[config.mk]
export PLATFORM = sky130hd
export DESIGN_NAME = uart_seq_tst
export DESIGN_NICKNAME = d
export VERILOG_FILES = /design/src/rtl/uart_tst_pkg.sv /design/src/rtl/uart_timeout_cnt.sv /design/src/rtl/uart_seq_tst.sv
export SDC_FILE = /design/constraint.sdc
export NUM_CORES = 1
export LEC_CHECK = 0
export CORE_MARGIN = 2
export CORE_UTILIZATION = 56
export CTS_BUF_LIST = sky130_fd_sc_hd__clkbuf_2
export DETAILED_ROUTE_END_ITERATION = 8
export PLACE_DENSITY = 0.84
export SYNTH_ARGS = -nofsm -noshare
export SYNTH_HDL_FRONTEND = slang
export SYNTH_SLANG_ARGS = --single-unit
[constraint.sdc]
create_clock -name clk -period 3 [get_ports clk]
set_input_delay 0.45 -clock clk [delete_from_list [all_inputs] [get_ports clk]]
set_output_delay 0.45 -clock clk [all_outputs]
set_load 0.05 [all_outputs]
[src/rtl/uart_tst_pkg.sv]
// Shared state codes and default parameters for the UART sequence tester.
package uart_tst_pkg;

  typedef enum logic [2:0] {
    ST_IDLE    = 3'd0,
    ST_SEND    = 3'd1,
    ST_ARM     = 3'd2,
    ST_WAIT_TX = 3'd3,
    ST_WAIT_RX = 3'd4,
    ST_CHECK   = 3'd5,
    ST_HALT    = 3'd6
  } state_e;

  localparam int DEF_DATA_W      = 8;
  localparam int DEF_CNT_W       = 16;
  localparam int DEF_START_VAL   = 65;
  localparam int DEF_ECHO_INC    = 1;
  localparam int DEF_TIMEOUT_CYC = 1_000_000;
  localparam int DEF_MAX_ERR     = 255;

  localparam int LEDS_W  = 10;
  localparam int ERR_LED = 9;

  function automatic logic [LEDS_W-1:0] state_leds(input state_e s, input logic err);
    logic [LEDS_W-1:0] l;
    l          = '0;
    l[s]       = 1'b1;
    l[ERR_LED] = err;
    return l;
  endfunction

endpackage

[src/rtl/uart_timeout_cnt.sv]
// Receive-wait counter: clears on request, counts while enabled, flags TIMEOUT_CYC-1.
module uart_timeout_cnt
  import uart_tst_pkg::*;
#(
  parameter int TIMEOUT_CYC = DEF_TIMEOUT_CYC
) (
  input  logic clk,
  input  logic rst,
  input  logic clr,
  input  logic en,
  output logic tc
);

  localparam int CW = (TIMEOUT_CYC > 1) ? $clog2(TIMEOUT_CYC) : 1;
  localparam logic [CW-1:0] TC_VAL = CW'(TIMEOUT_CYC - 1);

  logic [CW-1:0] count_q;
  logic [CW-1:0] count_d;

  assign tc = (count_q == TC_VAL);

  always_comb begin
    count_d = count_q;
    if (clr) begin
      count_d = '0;
    end else if (en && !tc) begin
      count_d = count_q + 1'b1;
    end
  end

  always_ff @(posedge clk) begin
    if (rst) begin
      count_q <= '0;
    end else begin
      count_q <= count_d;
    end
  end

endmodule

[src/rtl/uart_seq_tst.sv]
// UART sequence tester: echoes host bytes (mode 0) or runs an incrementing
// loopback self-test (mode 1), counting passes, mismatches and timeouts.
module uart_seq_tst
  import uart_tst_pkg::*;
#(
  parameter int DATA_W      = DEF_DATA_W,
  parameter int CNT_W       = DEF_CNT_W,
  parameter int START_VAL   = DEF_START_VAL,
  parameter int ECHO_INC    = DEF_ECHO_INC,
  parameter int TIMEOUT_CYC = DEF_TIMEOUT_CYC,
  parameter int MAX_ERR     = DEF_MAX_ERR
) (
  input  logic              clk,
  input  logic              rst,
  input  logic              en,
  input  logic              mode,
  input  logic              rx_ready,
  input  logic [DATA_W-1:0] rx_data,
  input  logic              tx_busy,
  output logic              tx_start,
  output logic [DATA_W-1:0] tx_data,
  output logic [CNT_W-1:0]  pass_cnt,
  output logic [CNT_W-1:0]  err_cnt,
  output logic              timeout,
  output logic              halted,
  output logic [3:0]        svn_seg_0,
  output logic [LEDS_W-1:0] states_leds
);

  state_e              state_q, state_d;
  logic                tx_start_q, tx_start_d;
  logic [DATA_W-1:0]   tx_data_q, tx_data_d;
  logic [DATA_W-1:0]   nxt_byte_q, nxt_byte_d;
  logic                mode_q, mode_d;
  logic                rx_flag_q, rx_flag_d;
  logic [DATA_W-1:0]   hold_q, hold_d;
  logic                to_pend_q, to_pend_d;
  logic [CNT_W-1:0]    pass_q, pass_d;
  logic [CNT_W-1:0]    err_q, err_d;
  logic                timeout_q, timeout_d;
  logic                err_led_q, err_led_d;
  logic                halted_q, halted_d;
  logic [3:0]          seg_q, seg_d;
  logic [LEDS_W-1:0]   leds_q, leds_d;
  logic                wait_tc;
  logic                wait_clr;
  logic                wait_en;

  function automatic logic [CNT_W-1:0] sat_inc(input logic [CNT_W-1:0] v);
    return (&v) ? v : v + 1'b1;
  endfunction

  uart_timeout_cnt #(
    .TIMEOUT_CYC(TIMEOUT_CYC)
  ) u_wait_cnt (
    .clk(clk),
    .rst(rst),
    .clr(wait_clr),
    .en (wait_en),
    .tc (wait_tc)
  );

  assign wait_clr = (state_d == ST_WAIT_RX) && (state_q != ST_WAIT_RX);
  assign wait_en  = (state_q == ST_WAIT_RX);

  // Receive capture runs independently of the FSM; a new byte landing in the
  // clearing cycle wins over the clear.
  always_comb begin
    hold_d    = rx_ready ? rx_data : hold_q;
    rx_flag_d = rx_flag_q;
    if (rx_ready) begin
      rx_flag_d = 1'b1;
    end else if (state_q == ST_CHECK) begin
      rx_flag_d = 1'b0;
    end
  end

  always_comb begin
    state_d    = state_q;
    tx_data_d  = tx_data_q;
    nxt_byte_d = nxt_byte_q;
    mode_d     = mode_q;
    to_pend_d  = to_pend_q;
    pass_d     = pass_q;
    err_d      = err_q;
    timeout_d  = timeout_q;
    err_led_d  = err_led_q;
    if (!en && state_q != ST_HALT) begin
      state_d = ST_IDLE;
    end else begin
      case (state_q)
        ST_IDLE: begin
          mode_d = mode;
          if (mode) begin
            state_d   = ST_SEND;
            tx_data_d = nxt_byte_q;
          end else begin
            state_d = ST_WAIT_RX;
          end
        end
        ST_SEND:    state_d = ST_ARM;
        ST_ARM:     state_d = ST_WAIT_TX;
        ST_WAIT_TX: begin
          if (!tx_busy) state_d = mode_q ? ST_WAIT_RX : ST_IDLE;
        end
        ST_WAIT_RX: begin
          if (rx_flag_q) begin
            state_d   = ST_CHECK;
            to_pend_d = 1'b0;
          end else if (wait_tc) begin
            state_d   = ST_CHECK;
            to_pend_d = 1'b1;
          end
        end
        ST_CHECK: begin
          if (to_pend_q) begin
            // nxt_byte is left untouched so loopback resends the same byte
            err_d     = sat_inc(err_q);
            timeout_d = 1'b1;
            err_led_d = 1'b1;
            state_d   = mode_q ? ST_SEND : ST_IDLE;
          end else if (!mode_q) begin
            tx_data_d = hold_q + DATA_W'(ECHO_INC);
            pass_d    = sat_inc(pass_q);
            state_d   = ST_SEND;
          end else begin
            if (hold_q == tx_data_q) begin
              pass_d = sat_inc(pass_q);
            end else begin
              err_d     = sat_inc(err_q);
              err_led_d = 1'b1;
            end
            nxt_byte_d = nxt_byte_q + 1'b1;
            tx_data_d  = nxt_byte_q + 1'b1;
            state_d    = ST_SEND;
          end
          if (64'(err_d) >= 64'(MAX_ERR)) state_d = ST_HALT;
        end
        ST_HALT:  state_d = ST_HALT;
        default:  state_d = ST_IDLE;
      endcase
    end
    tx_start_d = (state_d == ST_SEND);
    halted_d   = (state_d == ST_HALT);
    seg_d      = {1'b0, state_d};
    leds_d     = state_leds(state_d, err_led_d);
  end

  always_ff @(posedge clk) begin
    if (rst) begin
      state_q    <= ST_IDLE;
      tx_start_q <= 1'b0;
      tx_data_q  <= '0;
      nxt_byte_q <= DATA_W'(START_VAL);
      mode_q     <= 1'b0;
      rx_flag_q  <= 1'b0;
      hold_q     <= '0;
      to_pend_q  <= 1'b0;
      pass_q     <= '0;
      err_q      <= '0;
      timeout_q  <= 1'b0;
      err_led_q  <= 1'b0;
      halted_q   <= 1'b0;
      seg_q      <= 4'd0;
      leds_q     <= LEDS_W'(1);
    end else begin
      state_q    <= state_d;
      tx_start_q <= tx_start_d;
      tx_data_q  <= tx_data_d;
      nxt_byte_q <= nxt_byte_d;
      mode_q     <= mode_d;
      rx_flag_q  <= rx_flag_d;
      hold_q     <= hold_d;
      to_pend_q  <= to_pend_d;
      pass_q     <= pass_d;
      err_q      <= err_d;
      timeout_q  <= timeout_d;
      err_led_q  <= err_led_d;
      halted_q   <= halted_d;
      seg_q      <= seg_d;
      leds_q     <= leds_d;
    end
  end

  assign tx_start    = tx_start_q;
  assign tx_data     = tx_data_q;
  assign pass_cnt    = pass_q;
  assign err_cnt     = err_q;
  assign timeout     = timeout_q;
  assign halted      = halted_q;
  assign svn_seg_0   = seg_q;
  assign states_leds = leds_q;

endmodule

==> qor.txt, run 1 <==
Simple-gate share of the synthesized area: 27.7%
Commonest cells in the netlist: 97 x nor2_1, 94 x dfxtp_1, 45 x nand2_1, 39 x a21oi_1, 33 x xor2_1
Main combinational cell family by area after synthesis: simple AND/OR/NAND/NOR gates
M1 GR Usage: 31.4%
Cell area after layout: 0.00563 mm2
Clk_lat worst skew: 0.55 ns
Wire length after detailed routing: 11.0 mm
Initial antenna violation count: 0
Fin worst setup slack: 0.250 ns
Most used routing layer: met2
Count of final setup violators: 0
Vias per cell: 5.77
Cell count of the worst reg-to-reg path: 8
WL per Instance: 14.6 um
Placed Instance Area: 0.00548 mm2
Share of the synthesized area in the top cell type: 39.7%
Data arrival time of the critical path: 3.23 ns
Synth Area in Compound Gates: 13.4%
Die area: 0.00921 mm2
CTS clock-pin slew for the worst setup and hold paths: 0.26 ns
YS warnings: 0
Vias in the first global route: 4109
Internal: 1.64 mW
Endpoint type of the worst setup path: flip-flop
First-pass GRT wire length: 18.4 mm
Hold depth: 2
Synthesized area: 0.00473 mm2
Nets: 659
Ant diodes: 0
Fraction of layout cells with a size suffix above 1: 6.51%
Top-count cell post-synth: nor2_1
Clock root cell: clkbuf_2
Sw power: 610 uW
Comb power frac: 10.1%
Power Dens Cells: 400 mW/mm2
Largest cells by area after synthesis: dfxtp_1 40%, nor2_1 7.7%, xor2_1 6.1%
XOR/XNOR Fraction of Synth Area: 10.4%
Die H: 96.0 um
CTS max path bufs: 2
Gr usage total: 24.9%
Setup slack at placement: 0.209 ns
Clock Skew: 0.0347 ns
Final ANT Viol Nets: 0
Reg2reg end: states_leds[0]
Post-Syn Area per Cell: 8.15 um2
Num CTS Buffers: 9
GR Util met3: 5.01%
Sequential power share: 57.7%
Maximum vdd drop: 0.237 mV
Placeable Area: 0.00822 mm2
Hold Violations, Final: 0
Min-Delay Path Class: input pin to flip-flop
Adder-cell share of the synthesized area: 1.32%
Crit Path Max Fanout: 8
Die width: 96.0 um
CTS Sinks: 94
Initial Util: 57.6%
Seq/Total Area, Yosys: 39.7%
Final global-route overflow total: 0
Post-CTS setup buffers: 0
Mux contribution to synthesized area: 3.59%
Setup TNS: 0 ns
Worst rel slew slack: 55.8%
Worst R2R Start: err_cnt[0]
Vias: 4324
Top Ports: 71
Period utilization: 91.7%
Iteration-0 DRC Markers: 288
Main synth FF type: dfxtp_1
Port Buffers: 68
RD Place Congestion: 0.916
CTS H-Tree Depth: 3
Area delta synth->final: 18.9%
Sw Ratio: 27.1%
Synth async-reset ratio: 0%
Status: finished clean
DR DRC count: 0
Mapped Cells: 581
Startpoint Class: flip-flop
R2R setup slack: 0.25 ns
Worst hold endpoint: err_cnt[11]
Largest net degree at the start of global routing: 37
M2 GR Usage: 42.8%
Drt first pass iters: 5
#FFs+latches synth: 94
Detailed placement HPWL: 7.91 mm
Post-synth EDFFs: 0
P_leak: 2.00 nW
Hold_sp: rst
Core Util, Final: 68.5%
Clock power frac: 32.2%
Rows: 33
RSZ-0062 raised after global routing: no
Max Cap Violations: 0
Fmax: 0.364 GHz
Max-slew violation count: 0
Critical Path RT: 3.48 ns
Cts hold-fix bufs: 0
Fin crit period: 2.75 ns
CTS tree: done
Worst Max-Slew Pin Slew: 0.664 ns
Final hold slack: 0.396 ns
Synth area leader: dfxtp_1
Kind of critical path: flip-flop to flip-flop
Count of unique library cells instantiated by Yosys: 58
## repair_timing
action / in CTS / in global routing
setup endpoints to repair: 0 / 6
hold endpoints to repair: 0 / 0
resized for setup: 0 / 4
## final cells by class
type	count	area [um2]
Fill cell	693	2590
Multi-Input combinational cell	447	2690
Timing Repair Buffer	77	743
Clock buffer	10	50.0
Sequential cell	94	1880
Clock inverter	6	92.6
Inverter	11	41.3
Tap cell	105	131
## logic make-up after synthesis
family	Yosys count
flip-flops	94
adder cells (fa/ha/maj)	5
buffers and inverters	42
XOR/XNOR	56
other	1
AO/OA/AOI/OAI	101
multiplexers	17
AND/OR/NAND/NOR	265
## power by group through the flow
stage               Combinational, mW  Sequential, mW  Clock [mW]
floorplan                       0.136            1.34           0
global placement                0.217            1.32           0
detailed placement              0.223            1.32           0
CTS                             0.224            1.30       0.746
global route                    0.246            1.30       0.785
finish                          0.227            1.30       0.726
## metrics by stage
step | power (mW) | cells
CTS | 2.27 | 750
detailed placement | 1.54 | 734
global route | 2.34 | 750
finish | 2.25 | 750
global placement | 1.54 | 734
floorplan | 1.48 | 583
## how the worst max path moves through the flow
stage,start,to,slack [ns],cells past startpoint
3_5_place_dp,err_cnt[0],states_leds[3],0.21,8
4_1_cts,err_cnt[0],states_leds[3],0.14,8
2_1_floorplan,err_cnt[0],states_leds[0],0.006,8
5_1_grt,err_cnt[0],states_leds[1],0.03,8
6_report,err_cnt[0],states_leds[0],0.25,8
3_3_place_gp,err_cnt[0],states_leds[0],0.40,9
## critical path: stages (launching register included)
cell	delay (ns)
dfxtp_2	0.47
ha_1	0.28
nand4_1	0.15
or4_4	0.54
o211ai_1	0.15
mux2i_1	0.26
nand4_1	0.16
a211o_1	0.40
o31ai_1	0.26
## state kept, by name, indices dropped and copies added, names as in the netlist
signal and count:
hold_q 8, states_leds 8, err_led_q 1, err_cnt 16, svn_seg_0 3, tx_data 8
halted 1, rx_flag_q 1, u_wait_cnt.count_q 20, nxt_byte_q 8, pass_cnt 16, to_pend_q 1
timeout 1, mode_q 1, tx_start 1
## metal layers
layer  wire, um  part of all wire, %  vias up
li1           -                    -     2149
met1       4870                   44     2015
met2       5270                   48      142
met3        656                  6.0       18
met4        168                  1.5        0
met5          0                    0        -
## placed cells by master, fill, tap and decap left out, types with 9 or more instances in the layout
cell type,count
a21oi_1,39
and3_1,11
buf_4,9
clkbuf_2,10
clkdlybuf4s50_1,67
dfxtp_1,92
inv_1,11
mux2i_1,16
nand2_1,45
nand3_1,32
nand4_1,11
nor2_1,96
nor3_1,16
o21ai_0,18
or3_1,14
xnor2_1,23
xor2_1,33
No activity file was read; power rests on OpenSTA's default activity.
==> inputs of run 2 (changes only) <==
--- a/config.mk
+++ b/config.mk
@@ -9,6 +9,7 @@
 export CORE_UTILIZATION = 56
 export CTS_BUF_LIST = sky130_fd_sc_hd__clkbuf_2
 export DETAILED_ROUTE_END_ITERATION = 8
+export MAX_ROUTING_LAYER = met4
 export PLACE_DENSITY = 0.84
 export SYNTH_ARGS = -nofsm -noshare
 export SYNTH_HDL_FRONTEND = slang
==> run 2 against run 1 <==
Against the previous run:
- largest cell class unchanged
- clock skew increased by 0.0060 ns
- highest routed layer unchanged
- combinational power about the same
- clock power increased by 11%
- largest power group unchanged
- global-route usage increased by 0.26 points
==> qor.txt, run 2 (synthesis gave the netlist of run 1 again) <==
Gr usage total: 25.2% (+0.26 points)
Min-Delay Path Class: input pin to flip-flop
Iteration-0 DRC Markers: 276 (-4.2%)
CTS max path bufs: 2 (unchanged)
CTS clock-pin slew for the worst setup and hold paths: 0.28 ns (+0.02 ns)
CTS H-Tree Depth: 3 (unchanged)
CTS Sinks: 94 (unchanged)
Top Ports: 71 (unchanged)
Ant diodes: 0 (unchanged)
Fin crit period: 2.77 ns (+0.0221 ns)
Data arrival time of the critical path: 3.25 ns (+0.02 ns)
Placeable Area: 0.00822 mm2 (unchanged)
Fin worst setup slack: 0.228 ns (-0.0221 ns)
Status: finished clean
Vias: 4304 (-0.46%)
CTS tree: done
Die H: 96.0 um (unchanged)
Drt first pass iters: 5 (unchanged)
Nets: 659 (unchanged)
Fmax: 0.361 GHz (-0.80%)
Wire length after detailed routing: 10.8 mm (-1.7%)
Largest net degree at the start of global routing: 37 (unchanged)
Detailed placement HPWL: 7.78 mm (-1.6%)
Vias in the first global route: 3891 (-5.3%)
Worst Max-Slew Pin Slew: 0.660 ns (-0.00309 ns)
Period utilization: 92.4% (+0.74 points)
Max-slew violation count: 0 (unchanged)
Area delta synth->final: 19.2%
Port Buffers: 68 (unchanged)
Num CTS Buffers: 9 (unchanged)
Vias per cell: 5.74 (-0.46%)
Power Dens Cells: 413 mW/mm2 (+3.2%)
Clock power frac: 34.6% (+2.4 points)
Cts hold-fix bufs: 0 (unchanged)
Cell area after layout: 0.00564 mm2 (+0.27%)
RSZ-0062 raised after global routing: no
Final hold slack: 0.390 ns (-0.00577 ns)
Hold Violations, Final: 0 (unchanged)
Max FFs per register: 20 (unchanged)
Die width: 96.0 um (unchanged)
Kind of critical path: flip-flop to flip-flop
Sw Ratio: 26.0% (-1.1 points)
Startpoint Class: flip-flop
Initial Util: 57.6% (unchanged)
Sequential power share: 55.8% (-1.9 points)
CTS-repair resized insts: 0 (unchanged)
Critical Path RT: 3.48 ns (about the same)
Rows: 33 (unchanged)
Placed Instance Area: 0.00548 mm2 (unchanged)
Crit Path Max Fanout: 7 (-1)
Maximum vdd drop: 0.281 mV (+18%)
Worst rel slew slack: 56.0% (+0.21 points)
Final global-route overflow total: 0 (unchanged)
Register with the most flip-flops: u_wait_cnt.count_q
RD Place Congestion: 0.932 (+1.8%)
Final ANT Viol Nets: 0 (unchanged)
Initial antenna violation count: 0 (unchanged)
DR DRC count: 0 (unchanged)
Die area: 0.00921 mm2 (unchanged)
First-pass GRT wire length: 18.2 mm (-1.1%)
Clk_lat worst skew: 0.55 ns (about the same)
Sw power: 605 uW (-0.85%)
Clock root cell: clkbuf_2
Post-CTS setup buffers: 0 (unchanged)
Count of final setup violators: 0 (unchanged)
Setup TNS: 0 ns (unchanged)
Fraction of layout cells with a size suffix above 1: 6.05% (-0.47 points)
Comb power frac: 9.7% (-0.4 points)
Clock Skew: 0.0407 ns (+0.00603 ns)
P_leak: 2.02 nW (+0.91%)
Max Cap Violations: 0 (unchanged)
Setup slack at placement: 0.280 ns (+0.0703 ns)
Fillers: 668 (-3.6%)
Endpoint type of the worst setup path: flip-flop
Internal: 1.73 mW (+5.1%)
Most frequent cells in the layout: 97 x nor2_1, 93 x dfxtp_1, 67 x clkdlybuf4s50_1, 45 x nand2_1, 39 x a21oi_1
WL per Instance: 14.4 um (-1.7%)
Most common cell after layout, fill and taps aside: nor2_1
==> run 2: final timing paths <==
path                           from                endpoint  cells after the start  slack (ns)
min reg2reg  u_wait_cnt.count_q[19]  u_wait_cnt.count_q[19]                      2        0.51
min                             rst             pass_cnt[9]                      2        0.39
max reg2reg              err_cnt[1]          states_leds[0]                      8        0.23
max                      err_cnt[1]          states_leds[0]                      8        0.23
==> run 2: power groups by stage <==
stage | combinational [mW] | sequential [mW] | clock, mW
6_report | 0.225 | 1.30 | 0.805
5_1_grt | 0.245 | 1.30 | 0.868
4_1_cts | 0.224 | 1.30 | 0.815
3_5_place_dp | 0.223 | 1.32 | 0
3_3_place_gp | 0.217 | 1.32 | 0
2_1_floorplan | 0.136 | 1.34 | 0
==> run 2: metrics by stage <==
step	total power, mW	cells	util [%]
floorplan	1.48	583	-
global placement	1.54	734	66.7
detailed placement	1.55	734	66.7
CTS	2.34	750	68.7
global route	2.42	750	68.7
finish	2.33	750	68.7
==> run 2: final cells by class <==
cell class / instances / area, um2 / share of cell area (%)
repair buffers: 77 / 743 / 13.2
clock buffers: 10 / 50.0 / 0.887
multi-input cells: 447 / 2680 / 47.5
flip-flops and latches: 94 / 1880 / 33.4
well taps: 105 / 131 / 2.33
inverters: 11 / 41.3 / 0.732
clock inverters: 6 / 115 / 2.04
==> run 2: critical path, stage by stage, from the launching register on <==
cell	delay [ns]
dfxtp_1	0.50
ha_1	0.31
nand4_1	0.15
or4_4	0.55
o211ai_1	0.15
mux2i_1	0.27
nand4_1	0.16
a211o_1	0.40
o31ai_1	0.24
==> run 2: metal layers <==
| metal | up-vias | routed length (um) | track usage [%] |
|---|---|---|---|
| met4 | 0 | 121 | 7.62 |
| li1 | 2147 | - | - |
| met1 | 1994 | 4900 | 32.8 |
| met5 | - | 0 | - |
| met3 | 12 | 548 | 3.52 |
| met2 | 151 | 5200 | 40.9 |
